$ cat src/rtl/sudoku_pkg.sv
// Shared types and helpers for the sudoku solver controller.
//   state_t          : sequencer states
//   result_t         : run outcome codes presented on `result`
//   NUM_CELLS/GROUPS : array geometry (81 cells, 9 rows + 9 cols + 9 boxes)
//   group_cell_index : cell index of member m (0..8) of group g (0..26)
package sudoku_pkg;

  localparam int unsigned NUM_CELLS  = 81;
  localparam int unsigned NUM_GROUPS = 27;

  typedef enum logic [2:0] {
    IDLE,
    READ,
    WRITE,
    LATCH,
    CHECK
  } state_t;

  typedef enum logic [1:0] {
    RES_NONE     = 2'd0,
    RES_SOLVED   = 2'd1,
    RES_STALLED  = 2'd2,
    RES_CONFLICT = 2'd3
  } result_t;

  // Groups 0..8 are rows, 9..17 columns, 18..26 boxes (row-major boxes,
  // members row-major inside each box).
  function automatic logic [6:0] group_cell_index(input logic [4:0] g,
                                                  input logic [3:0] m);
    logic [6:0] gi;
    logic [6:0] mi;
    logic [6:0] b;
    gi = {2'b00, g};
    mi = {3'b000, m};
    b  = gi - 7'd18;
    if (gi < 7'd9) begin
      return gi * 7'd9 + mi;
    end
    if (gi < 7'd18) begin
      return mi * 7'd9 + (gi - 7'd9);
    end
    return ((b / 7'd3) * 7'd3 + mi / 7'd3) * 7'd9
         + (b % 7'd3) * 7'd3 + mi % 7'd3;
  endfunction

endpackage

$ cat src/rtl/sudoku_group_iter.sv
// Group/member iterator for the propagation passes.
//   clk, reset_n : clock, asynchronous active-low reset
//   clear        : force group and member back to 0
//   step         : advance member 0..8, wrapping to 0 after 8
//   group_step   : when the member wraps, also advance group (26 wraps to 0)
//   cell_index   : idx(group, member)
//   last_member  : member == 8
//   last_group   : group == 26
module sudoku_group_iter
  import sudoku_pkg::*;
(
  input  logic       clk,
  input  logic       reset_n,
  input  logic       clear,
  input  logic       step,
  input  logic       group_step,
  output logic [6:0] cell_index,
  output logic       last_member,
  output logic       last_group
);

  logic [4:0] group;
  logic [3:0] member;

  assign last_member = (member == 4'd8);
  assign last_group  = (group == 5'(NUM_GROUPS - 1));
  assign cell_index  = group_cell_index(group, member);

  always_ff @(posedge clk or negedge reset_n) begin
    if (!reset_n) begin
      group  <= '0;
      member <= '0;
    end else if (clear) begin
      group  <= '0;
      member <= '0;
    end else if (step) begin
      if (last_member) begin
        member <= '0;
        if (group_step) begin
          group <= last_group ? '0 : group + 5'd1;
        end
      end else begin
        member <= member + 4'd1;
      end
    end
  end

endmodule

$ cat src/rtl/sudoku_solver_ctrl.sv
// Sequencer and access arbiter for the 81-cell candidate array.
// Idle: host port passes straight through to the cells. After `start` the
// controller owns the array and runs constraint-propagation passes (read the
// solved values of each group, write the excluded-candidate mask back, latch
// singletons) until solved, conflict, no progress or MAX_PASSES.
//   start/busy/done/result/pass_count : run control and status
//   host_*                            : host register port (dropped while busy)
//   cell_*                            : selected-cell access to the array
//   latch_singleton                   : broadcast latch strobe
//   cell_singleton/solved/illegal     : per-cell status, bit i = cell i
module sudoku_solver_ctrl
  import sudoku_pkg::*;
#(
  parameter int MAX_PASSES = 81
) (
  input  logic        clk,
  input  logic        reset_n,
  input  logic        start,
  output logic        busy,
  output logic        done,
  output logic [1:0]  result,
  output logic [7:0]  pass_count,
  input  logic [6:0]  host_index,
  input  logic        host_addr,
  input  logic        host_we,
  input  logic [9:1]  host_wdata,
  output logic [9:1]  host_rdata,
  output logic [6:0]  cell_index,
  output logic        cell_addr,
  output logic        cell_we,
  output logic [9:1]  cell_wdata,
  input  logic [9:1]  cell_rdata,
  output logic        latch_singleton,
  input  logic [80:0] cell_singleton,
  input  logic [80:0] cell_solved,
  input  logic [80:0] cell_illegal
);

  state_t     state;
  result_t    res_q;
  logic [9:1] mask;
  logic       progress;
  logic [6:0] iter_index;
  logic       last_member;
  logic       last_group;
  logic [7:0] pass_next;

  sudoku_group_iter u_iter (
    .clk         (clk),
    .reset_n     (reset_n),
    .clear       (state == IDLE),
    .step        ((state == READ) || (state == WRITE)),
    .group_step  (state == WRITE),
    .cell_index  (iter_index),
    .last_member (last_member),
    .last_group  (last_group)
  );

  assign result    = res_q;
  assign pass_next = (pass_count == 8'hFF) ? pass_count : pass_count + 8'd1;

  // Array port mux: host owns it only while idle.
  always_comb begin
    if (state == IDLE) begin
      cell_index = host_index;
      cell_addr  = host_addr;
      cell_we    = host_we;
      cell_wdata = host_wdata;
      host_rdata = cell_rdata;
    end else begin
      cell_index = iter_index;
      cell_addr  = (state == WRITE);
      cell_we    = (state == WRITE);
      cell_wdata = ~mask;
      host_rdata = '0;
    end
  end

  always_ff @(posedge clk or negedge reset_n) begin
    if (!reset_n) begin
      state           <= IDLE;
      busy            <= 1'b0;
      done            <= 1'b0;
      res_q           <= RES_NONE;
      pass_count      <= '0;
      latch_singleton <= 1'b0;
      mask            <= '0;
      progress        <= 1'b0;
    end else begin
      done            <= 1'b0;
      latch_singleton <= 1'b0;
      unique case (state)
        IDLE: begin
          // `done` is high only in the first idle cycle; a start there is ignored.
          if (start && !done) begin
            state      <= READ;
            busy       <= 1'b1;
            pass_count <= '0;
            res_q      <= RES_NONE;
            mask       <= '0;
          end
        end
        READ: begin
          if (|(mask & cell_rdata)) begin
            state <= IDLE;
            busy  <= 1'b0;
            done  <= 1'b1;
            res_q <= RES_CONFLICT;
            mask  <= '0;
          end else begin
            mask <= mask | cell_rdata;
            if (last_member) begin
              state <= WRITE;
            end
          end
        end
        WRITE: begin
          if (last_member) begin
            mask <= '0;
            if (last_group) begin
              state           <= LATCH;
              latch_singleton <= 1'b1;
            end else begin
              state <= READ;
            end
          end
        end
        LATCH: begin
          progress <= |(cell_singleton & ~cell_solved);
          state    <= CHECK;
        end
        CHECK: begin
          pass_count <= pass_next;
          if (|cell_illegal) begin
            state <= IDLE;
            busy  <= 1'b0;
            done  <= 1'b1;
            res_q <= RES_CONFLICT;
          end else if (&cell_solved) begin
            state <= IDLE;
            busy  <= 1'b0;
            done  <= 1'b1;
            res_q <= RES_SOLVED;
          end else if (!progress || (int'(pass_count) + 1 == MAX_PASSES)) begin
            state <= IDLE;
            busy  <= 1'b0;
            done  <= 1'b1;
            res_q <= RES_STALLED;
          end else begin
            state <= READ;
          end
        end
        default: state <= IDLE;
      endcase
    end
  end

endmodule

$ cat config.mk
export PLATFORM = sky130hd
export DESIGN_NAME = sudoku_solver_ctrl
export DESIGN_NICKNAME = d
export VERILOG_FILES = /design/src/rtl/sudoku_pkg.sv /design/src/rtl/sudoku_group_iter.sv /design/src/rtl/sudoku_solver_ctrl.sv
export SDC_FILE = /design/constraint.sdc
export NUM_CORES = 1
export LEC_CHECK = 0
export BUFFER_PORTS_ARGS = -buffer_cell sky130_fd_sc_hd__buf_2
export CAP_MARGIN = 20
export CORE_AREA = 3 3 121 123
export DETAILED_ROUTE_END_ITERATION = 8
export DIE_AREA = 0 0 124 126
export GPL_ROUTABILITY_DRIVEN = 0
export PLACE_DENSITY = 0.81
export SLEW_MARGIN = 20
export SYNTH_ARGS = -nofsm -noshare
export SYNTH_HDL_FRONTEND = slang
export SYNTH_HIERARCHICAL = 1
export SYNTH_SLANG_ARGS = --single-unit
$ cat constraint.sdc
create_clock -name clk -period 14.1 [get_ports clk]
set_input_delay 2.82 -clock clk [delete_from_list [all_inputs] [get_ports clk]]
set_output_delay 2.82 -clock clk [all_outputs]
set_load 0.1 [all_outputs]
======== Word-level counts from Yosys, hierarchy flattened ========
Cells that the tools add are included.
operators by class
  add/subtract/negate cells ............... 11
  multipliers ............................. 5
  divide/modulo/power cells ............... 4
  order comparisons ....................... 2
  equal/unequal tests ..................... 14
  muxes and demuxes ....................... 56
  bitwise gates (word level) .............. 5
  reduce and logical (&&, ||, !) cells .... 21
operators with widths
  operator                                                               count
  81-bit OR reduction                                                    2
  81-bit bitwise AND                                                     1
  81-bit NOT                                                             1
  81-bit AND reduction                                                   1
  9-bit two-way mux                                                      5
  7-bit two-way mux                                                      5
  7-bit adder                                                            4
  9-bit case mux with 3 select lines                                     1
  5-bit two-way mux                                                      5
  1-bit two-way mux                                                      20
  8-bit two-way mux                                                      2
  8-bit case mux with 2 select lines                                     1
  3-bit case mux with 5 select lines                                     1
  7-bit by 2-bit multiplier with 7-bit output, second input constant     2
  2-bit two-way mux                                                      6
  3-bit two-way mux                                                      4
  4-bit two-way mux                                                      3
  3-bit AND reduction                                                    4
  8-bit by 1-bit adder with 9-bit output, second input constant          1
  9-bit bitwise AND                                                      1
  9-bit by 7-bit equality test with 1-bit output, second input constant  1
  9-bit NOT                                                              1
  9-bit bitwise OR                                                       1
  9-bit OR reduction                                                     1
  other kinds (35)                                                       44
word-level totals
  register bits ........................... 35
  output and inout bits ................... 40
  word-level logic and storage cells ...... 128

======== Depth between registers and ports, before layout ========
Gate-level depths: netlist (run 1).
  depth in word-level cells ............... 10
  gate-level depth with buffers ........... 39
  gate-level depth less buffers ........... 36

======== By module ========
The synthesis (run 1) kept the hierarchy.
by module, submodules not included
  module              instances  cells each  area an instance (um^2)  seq. area each (um^2)
  sudoku_group_iter   1          428         3,407.0                  225.2
  sudoku_solver_ctrl  1          385         2,643.8                  650.6

======== Least setup slack after synthesis (run 1) ========
No wires, ideal clock.
  path type ............................... register to output
  from .................................... register u_iter.group[1]
  to ...................................... output port cell_index[6]
  arrival time ............................ 8.473 ns
  data required time ...................... 11.280 ns
  setup slack ............................. 2.807 ns
  cell stages (with the launch flop) ...... 39
  path buffers ............................ 3
  cells stage by stage .................... dfrtp_1 > buf_2 > inv_1 > ha_1 > buf_2 > and2b_1 > a22oi_4 > or3_4 > o211ai_2 > or3_1 > buf_2 > a21oi_4 > xnor2_2 > clkinv_2 > ha_1 > inv_1 > nand4_1 > a21oi_4 > [... 3 more ...] > fa_1 > fa_1 > ha_1 > inv_1 > fa_1 > inv_1 > ha_1 > a21o_1 > a21oi_1 > o21bai_1 > a21oi_1 > xnor2_1 > xnor2_1 > xnor2_1 > nor2_1 > a221oi_1 > nand3b_1 > mux2_2
on the way
  cells in the longest elaborated chain, start to end .. 10
ends and longest elaborated chain
  what                                         RTL line                  RTL
  from (decl)                                  sudoku_group_iter.sv:22   logic [4:0] group;
  from (signal assigned)                       sudoku_group_iter.sv:40   group <= last_group ? '0 : group + 5'd1;
  5-bit by 5-bit subtractor with 6-bit output  sudoku_pkg.sv:35          b = gi - 7'd18;
  7-bit by 2-bit divider with 7-bit output     sudoku_pkg.sv:42          return ((b / 7'd3) * 7'd3 + mi / 7'd3) * 7'd9
  7-bit by 2-bit multiplier with 7-bit output  sudoku_pkg.sv:42
  7-bit adder                                  sudoku_pkg.sv:42
  7-bit by 4-bit multiplier with 7-bit output  sudoku_pkg.sv:42
  7-bit adder (2 in series)                    sudoku_pkg.sv:43          + (b % 7'd3) * 7'd3 + mi % 7'd3;
  7-bit two-way mux                            sudoku_pkg.sv:42
  7-bit two-way mux *                          sudoku_pkg.sv:39          if (gi < 7'd18) begin
  named net iter_index[6]                      sudoku_solver_ctrl.sv:43  logic [6:0] iter_index;
  7-bit two-way mux *                          sudoku_solver_ctrl.sv:64  if (state == IDLE) begin
  to (decl)                                    sudoku_solver_ctrl.sv:28  output logic [6:0] cell_index,
The timed path passes the listed nets; every way through them passes the cells marked *. The select of a mux whose other input is x is not followed.

======== Final worst setup path (run 1) ========
Ends and elaborated chain as after synthesis.

==> impl_metrics.tcl, run 1 <==
set metrics [dict create \
    fmax_mhz 79.2 \
    layout_setup_ws_ns 1.48 \
    path_clk_slew_ns 0.06 \
    grt_pass1_wl_mm 37.3 \
    fin_setup_tns_ns 0 \
    post_cts_resized 0 \
    dpl_worst_slack_ns 1.80 \
    die_area_um2 15600 \
    ys_ff_latch 35 \
    start_util_pct 43.9 \
    path_class "flop to output pin" \
    cap_violations 0 \
    antenna_found_initial 8 \
    via_per_inst 5.64 \
    cts_made_buffers 5 \
    start_kind "flop" \
    cpMostUsedCell "ha_1" \
    worst_clock_skew_ns 0.00561 \
    port_buffers 312 \
    status "finished clean" \
    drc 0 \
    post-route-util_pct 57.3 \
    first_pass_iters 5 \
    setup_violations 0 \
    max_stage_delay_ns 0.85 \
    area_delta_synth_final_pct 30.4 \
    wl_mm 25.2 \
    final_area_um2 7890 \
    cp_top_family "adder cells" \
    cts_tree "done" \
    synth.top_cells.by_area "dfrtp_1 (14%), ha_1 (14%), inv_1 (7.9%)" \
    synth_edf_count 0 \
    fp.coreArea_um2 13800 \
    grt_overflow 0 \
    rsz0062_at_grt "no" \
    grt_pass1_vias 7036 \
    cts_root_buffer "clkbuf_16" \
    synth_cell_type_count 74 \
    boundaryPins 313 \
    worstSetupEndpointType "output pin" \
    die_x_um 124 \
    synth_top_area_share_pct 14.5 \
    async_reset_ff_share_pct 100 \
    fin_crit_ns 12.62 \
    yosys.area.top_type "dfrtp_1" \
    slew_headroom_pct 32.6 \
    hold_class "flop to flop" \
    postCtsHoldBufs 0 \
    via_count 7304 \
    slew_viol_final 0 \
    nNetsFinal 1467 \
    cp.arrival_ns 9.80 \
    hold_viol_final 0 \
    syn_inst 813 \
    dr.first_iter.drc_count 559 \
    synth.avg_cell_area_um2 7.44 \
    cts.sinks 35 \
    grt.total_usage_pct 31.0 \
    final_layout_size_suffix_gt1_share_pct 31.9 \
    place_area_um2 7730 \
    worstPathRequired_ns 11.28 \
    grt_max_degree 43 \
    tightest_slew_ns 1.01 \
    die_h_um 126 \
    row_count 43 \
    hpwlAfterDp_mm 21.9 \
    clock_path_buffers 2 \
    yosys_warnings 6 \
    cts_setup_buffers 0 \
    crit_fanout 20 \
    ant_nets 0 \
    synth_area_um2 6050 \
    syn_nets 1171 \
    avgRoutedWirePerCell_um 19.5 \
    h-tree-depth 2 \
    crit_path_top_delay_cell "dfrtp_1" \
    fin_crit_sh_pct 89.5 \
    synthFlopType "dfrtp_1" \
    yosysSeqAreaShare_pct 14.5 \
    insertion_delay_ns 0.28 \
    worstPathBufferInverterCount 7 \
]
## worst reg2reg max path, stage by stage (launching register included)
cell and delay [ns]:
dfrtp_1 0.66, nor2b_1 0.44, and2_1 0.41, a21oi_1 0.12
nor2_1 0.52, a21boi_1 0.64, nor2_1 0.13
## placed cells by master, fill, tap and decap left out, types with 7 or more instances in the layout
master	synthesis	routed
nor2_1	63	63
ha_1	67	67
buf_2	7	312
o21bai_1	7	7
a221oi_1	15	15
nand2_1	50	50
fa_1	18	18
nor3_1	16	16
mux2_2	10	10
dfrtp_1	35	35
nand3_1	24	24
and2_1	15	15
nand2b_1	10	10
o22ai_1	29	29
nor2b_1	13	13
xnor2_1	34	34
and3_1	7	7
nor4_1	31	31
o21ai_0	46	46
inv_1	128	128
xor2_1	11	11
a21oi_1	43	43
nand4_1	30	30
## Yosys cell counts (all sizes together) (2+ instances only)
cell,count
nand2,50
a211oi,4
a221oi,16
o211ai,3
and3,7
ha,67
a22oi,6
clkbuf,14
o21a,2
inv,129
mux2,12
or3,3
a222oi,2
or4,3
conb,2
dfrtp,35
mux2i,4
buf,10
and2,15
a21o,5
nor4,32
o221ai,2
nand3,24
fa,18
o22ai,29
o21bai,7
nand4,30
a2111oi,2
a22o,3
o21ai,48
a31oi,6
or2,4
nor2,63
nor3,18
o31ai,5
o2bb2ai,2
nand2b,10
and2b,2
a21oi,45
xor2,12
nor2b,13
xnor2,35
## routing by layer
metal | track usage [%] | wire (um) | up-vias
met1 | 43.1 | 10800 | 3424
met2 | 47.8 | 11500 | 353
met4 | 7.47 | 519 | 6
met5 | 0 | 38 | -
li1 | - | - | 3479
met3 | 8.49 | 2430 | 42
## registers in the layout, summed over array words and instances (netlist names)
signal,flops
state,3
pass_count,8
busy,1
u_iter/member,4
u_iter/group,5
progress,1
mask,9
result,2
done,1
latch_singleton,1
## final timing paths
path / start / end / slack, ns / cells after the start
worst max-delay path: u_iter/group[1]$_DFFE_PN0P_ / cell_index[6] / 1.48 / 36
worst min-delay path: mask[4]$_DFFE_PN0P_ / mask[4]$_DFFE_PN0P_ / 0.52 / 2
worst max register to register: u_iter/member[3]$_DFFE_PN0P_ / mask[1]$_DFFE_PN0P_ / 11.03 / 6
worst min register to register: mask[4]$_DFFE_PN0P_ / mask[4]$_DFFE_PN0P_ / 0.52 / 2
max in group asynchronous: reset_n / progress$_DFFE_PN0N_ / 10.95 / 1
min in group asynchronous: reset_n / u_iter/member[3]$_DFFE_PN0P_ / 2.63 / 1
## cells by family (layout without fill, tap and decap cells)
| kind of cell | count (synthesis) | after routing | share of synthesized area (%) |
|---|---|---|---|
| other cells | 2 | 7 | 0.124 |
| compound gates | 195 | 195 | 21.6 |
| flops | 35 | 35 | 14.5 |
| fa+ha+maj | 85 | 85 | 19.8 |
| buf+inv | 154 | 451 | 10.0 |
| mux | 16 | 16 | 2.89 |
| xor+xnor | 47 | 47 | 7.05 |
| simple gates | 279 | 279 | 24.1 |
## cell type report
| class | count | area, um^2 |
|---|---|---|
| Fill cell | 1352 | 5880 |
| Multi-Input combinational cell | 624 | 4580 |
| Timing Repair Buffer | 313 | 1570 |
| Sequential cell | 35 | 876 |
| Inverter | 130 | 489 |
| Tap cell | 180 | 225 |
| Clock buffer | 6 | 129 |
| Clock inverter | 2 | 12.5 |
| Antenna cell | 5 | 12.5 |
## metrics by stage
stage | hold slack (ns) | std cells
after floorplan | 0.478 | 813
after global placement | 0.503 | 1282
after detailed placement | 0.508 | 1282
after CTS | 0.523 | 1290
after global routing | 0.545 | 1293
final | 0.524 | 1295
Power of run 1 is left out: the tool's default activity adds up to more than one toggle a clock period on the data nets, which glitch-free logic cannot reach.
==> run 2: changes to the inputs <==
CELL_PAD_IN_SITES_DETAIL_PLACEMENT = 0   (was default)
CELL_PAD_IN_SITES_GLOBAL_PLACEMENT = 1   (was default)
CORE_AREA = default   (was 3 3 121 123)
CORE_MARGIN = 3   (was default)
CORE_UTILIZATION = 32   (was default)
DIE_AREA = default   (was 0 0 124 126)
PLACE_DENSITY = 0.85   (was 0.81)
==> run 2 against run 1 <==
First-iteration DRC count is 38% lower. Critical path depth unchanged. Via count fell by 4.3%. Sequential share of layout area decreased by 0.096 points. Clock-buffer cell count increased by 2. Critical endpoint unchanged. Die area rose by 32%. Critical path type unchanged.
==> impl_metrics.tcl, run 2 (synthesis results as in run 1) <==
set metrics [dict create \
    via_per_inst 5.21 \
    cts_made_buffers 5 \
    post-route-util_pct 43.6 \
    place_area_um2 7800 \
    post_cts_resized 0 \
    worstSetupEndpointType "output pin" \
    port_buffers 312 \
    max_stage_delay_ns 0.85 \
    cp.arrival_ns 9.69 \
    hold_class "flop to flop" \
    final_area_um2 7960 \
    die_h_um 144 \
    die_area_um2 20600 \
    cap_violations 0 \
    boundaryPins 313 \
    final_common_cell "buf_2" \
    drc 0 \
    fin_setup_tns_ns 0 \
    first_pass_iters 5 \
    fmax_mhz 79.9 \
    clock_path_buffers 2 \
    worstPathRequired_ns 11.28 \
    grt.total_usage_pct 23.4 \
    h-tree-depth 2 \
    start_kind "flop" \
    path_class "flop to output pin" \
    rsz0062_at_grt "no" \
    cts.sinks 35 \
    grt_pass1_wl_mm 37.3 \
    postCtsHoldBufs 0 \
    grt_max_degree 36 \
    cts_root_buffer "clkbuf_16" \
    hold_viol_final 0 \
    fin_crit_sh_pct 88.7 \
    top_regs "mask x9, pass_count x8, u_iter/group x5" \
    die_x_um 144 \
    largest_register_ffs 9 \
    fin_crit_ns 12.51 \
    status "finished clean" \
    hpwlAfterDp_mm 21.9 \
    cts_tree "done" \
    regMostFlops "mask" \
    final_layout_size_suffix_gt1_share_pct 31.9 \
    n_fill_cell 1918 \
    layout_setup_ws_ns 1.59 \
    worst_clock_skew_ns 0.00640 \
    ant_nets 0 \
    wl_mm 24.8 \
    path_clk_slew_ns 0.05 \
    crit_fanout 20 \
    final_cell_mix "buf_2 (312), inv_1 (128), ha_1 (67)" \
    row_count 49 \
    avgRoutedWirePerCell_um 18.5 \
    start_util_pct 33.1 \
    area_delta_synth_final_pct 31.5 \
    setup_violations 0 \
    grt_pass1_vias 6777 \
    via_count 6992 \
    slew_headroom_pct 25.4 \
    dpl_worst_slack_ns 1.92 \
    nNetsFinal 1467 \
    dr.first_iter.drc_count 347 \
    tightest_slew_ns 1.12 \
    cts_setup_buffers 0 \
    fp.coreArea_um2 18300 \
    antenna_found_initial 5 \
    insertion_delay_ns 0.28 \
    cpMostUsedCell "ha_1" \
    slew_viol_final 0 \
    grt_overflow 0 \
    crit_path_top_delay_cell "dfrtp_1" \
]
==> run 2: changes by cell type in the layout (fill, tap and decap cells not counted) <==
cell        delta
clkinv_2       -1
diode_2        -3
clkinvlp_4     -1
clkbuf_8       +2
==> run 2: metrics by stage <==
step	std cells	hold WS [ns]
global route	1341	0.505
global placement	1331	0.473
CTS	1339	0.488
finish	1341	0.482
floorplan	813	0.478
detailed placement	1331	0.475
==> run 2: worst paths after layout <==
check	cells after the start	slack, ns	start	endpoint
worst max-delay path	36	1.59	u_iter/group[1]$_DFFE_PN0P_	cell_index[6]
worst min-delay path	1	0.48	result[0]$_DFFE_PN0P_	result[0]$_DFFE_PN0P_
worst max register to register	6	11.01	u_iter/member[3]$_DFFE_PN0P_	mask[9]$_DFFE_PN0P_
worst min register to register	1	0.48	result[0]$_DFFE_PN0P_	result[0]$_DFFE_PN0P_
max in group asynchronous	1	10.95	reset_n	pass_count[1]$_DFFE_PN0P_
min in group asynchronous	1	2.64	reset_n	pass_count[6]$_DFFE_PN0P_
==> run 2: critical path: cells and delay by family (launching register included) <==
kind | cells | cell delay [ns]
and+or+nand+nor | 5 | 0.95
DFF | 1 | 0.85
buffers and inverters | 7 | 0.97
xor gates and xnor gates | 5 | 0.77
adders and majority gates | 9 | 3.83
muxes | 1 | 0.25
AOI/OAI and AO/OA | 9 | 1.77
==> run 2: cell type report <==
cell class	instances	area, um^2	share of cell area [%]
Multi-Input combinational cell	624	4580	57.5
Timing Repair Buffer	313	1570	19.7
Sequential cell	35	876	11.0
Inverter	130	489	6.15
Tap cell	229	287	3.60
Clock buffer	8	156	1.97
Antenna cell	2	5.00	0.0629
==> run 2: per-layer routing <==
layer / track usage [%] / vias up / share of wire (%)
met3: 6.59 / 27 / 8.0
met4: 4.21 / 6 / 1.7
met2: 38.3 / 244 / 47
met1: 31.1 / 3225 / 43
li1: - / 3490 / -
met5: 0 / - / 0.14
Power of run 2 is left out for the same reason.
==> run 3: changes to the inputs <==
ABC_AREA = 0   (was default)
CORE_ASPECT_RATIO = 0.7   (was default)
==> run 3 against run 2 <==
Maximum frequency decreased by 1.2%. Critical endpoint unchanged. Clock skew shrank 0.0022 ns. Critical path depth did not move. Worst setup slack lost 0.15 ns. First-iteration DRC count is 28% higher. Clock-buffer cell count decreased by 2. Worst hold slack improved by 0.036 ns. Via count up 1.0%. Die area is 0.13% higher. Non-clock buffer count unchanged. Flip-flop and latch count unchanged. Global-route usage is 0.27 points lower.
==> impl_metrics.tcl, run 3 (synthesis results as in run 1) <==
set metrics [dict create \
    avgRoutedWirePerCell_um 18.4 \
    crit_path_top_delay_cell "dfrtp_1" \
    final_area_um2 7950 \
    hold_class "flop to flop" \
    port_buffers 312 \
    ant_nets 0 \
    boundaryPins 313 \
    regMostFlops "mask" \
    slew_headroom_pct 36.9 \
    h-tree-depth 2 \
    worstSetupEndpointType "output pin" \
    fp.coreArea_um2 18300 \
    grt_max_degree 36 \
    cts.sinks 35 \
    final_cell_mix "buf_2 (312), inv_1 (128), ha_1 (67)" \
    clock_path_buffers 2 \
    cap_violations 0 \
    setup_violations 0 \
    cp_top_family "adder cells" \
    grt.total_usage_pct 23.1 \
    die_x_um 170 \
    grt_pass1_vias 6692 \
    tightest_slew_ns 0.946 \
    first_pass_iters 5 \
    top_regs "mask x9, pass_count x8, u_iter/group x5" \
    slew_viol_final 0 \
    via_count 7062 \
    n_fill_cell 1938 \
    cts_tree "done" \
    start_util_pct 33.1 \
    fin_setup_tns_ns 0 \
    nNetsFinal 1467 \
    crit_fanout 20 \
    place_area_um2 7800 \
    worstPathBufferInverterCount 7 \
    path_clk_slew_ns 0.05 \
    max_stage_delay_ns 0.85 \
    fin_crit_ns 12.66 \
    antenna_found_initial 5 \
    postCtsHoldBufs 0 \
    die_area_um2 20600 \
    cts_made_buffers 5 \
    grt_overflow 0 \
    start_kind "flop" \
    via_per_inst 5.24 \
    cts_setup_buffers 0 \
    dr.first_iter.drc_count 445 \
    final_common_cell "buf_2" \
    final_layout_size_suffix_gt1_share_pct 31.9 \
    drc 0 \
    cts_root_buffer "clkbuf_16" \
    worst_clock_skew_ns 0.00416 \
    cp.arrival_ns 9.84 \
    wl_mm 24.8 \
    post_cts_resized 0 \
    row_count 41 \
    rsz0062_at_grt "no" \
    hpwlAfterDp_mm 21.6 \
    insertion_delay_ns 0.28 \
    fmax_mhz 79.0 \
    largest_register_ffs 9 \
    path_class "flop to output pin" \
    fin_crit_sh_pct 89.8 \
    worstPathRequired_ns 11.28 \
    hold_viol_final 0 \
    grt_pass1_wl_mm 37.3 \
    area_delta_synth_final_pct 31.5 \
    status "finished clean" \
    cpMostUsedCell "ha_1" \
    die_h_um 121 \
]
run 3: cell count changes in the layout (fill, tap and decap cells not counted), sizes merged:
cell,delta
clkbuf,-2
clkinv,+1
run 3: final timing paths:
path                                              start  slack, ns  cells past startpoint                           end
setup / recovery            u_iter/group[1]$_DFFE_PN0P_       1.44                     36                 cell_index[6]
hold / removal                      mask[3]$_DFFE_PN0P_       0.52                      2           mask[3]$_DFFE_PN0P_
setup reg to reg           u_iter/member[3]$_DFFE_PN0P_      10.92                      6           mask[6]$_DFFE_PN0P_
hold reg to reg                     mask[3]$_DFFE_PN0P_       0.52                      2           mask[3]$_DFFE_PN0P_
max in group asynchronous                       reset_n      10.97                      1           mask[3]$_DFFE_PN0P_
min in group asynchronous                       reset_n       2.63                      1  u_iter/member[3]$_DFFE_PN0P_
run 3: layout make-up:
type                            instances  area [um^2]  share of cell area [%]
Multi-Input combinational cell        624         4580                    57.5
Timing Repair Buffer                  313         1570                    19.7
Sequential cell                        35          876                    11.0
Inverter                              130          489                    6.15
Tap cell                              236          295                    3.71
Clock buffer                            6          139                    1.75
Clock inverter                          1         5.00                  0.0629
Antenna cell                            2         5.00                  0.0629
run 3: through the flow:
| stage | hold WS (ns) | setup WS, ns | std cells | utilization, % |
|---|---|---|---|---|
| floorplan | 0.478 | 2.81 | 813 | - |
| global placement | 0.496 | 2.07 | 1338 | 42.7 |
| detailed placement | 0.508 | 1.83 | 1338 | 42.7 |
| CTS | 0.520 | 1.48 | 1345 | 43.5 |
| global route | 0.552 | 0.695 | 1347 | 43.6 |
| finish | 0.518 | 1.44 | 1347 | 43.6 |
run 3: metal layers:
| metal | global-route usage (%) | vias to the layer above | part of all wire [%] | wire length, um |
|---|---|---|---|---|
| met1 | 32.8 | 3302 | 46 | 11400 |
| li1 | - | 3477 | - | - |
| met3 | 4.79 | 36 | 6.9 | 1710 |
| met5 | 0 | - | 0.11 | 27 |
| met4 | 4.66 | 4 | 1.5 | 384 |
| met2 | 36.3 | 243 | 46 | 11300 |
run 3: worst min-delay path, stage by stage (launching register included):
cell and delay [ns]:
dfrtp_1 0.36, a21oi_1 0.05, nor2_1 0.07
Power of run 3 is left out for the same reason.
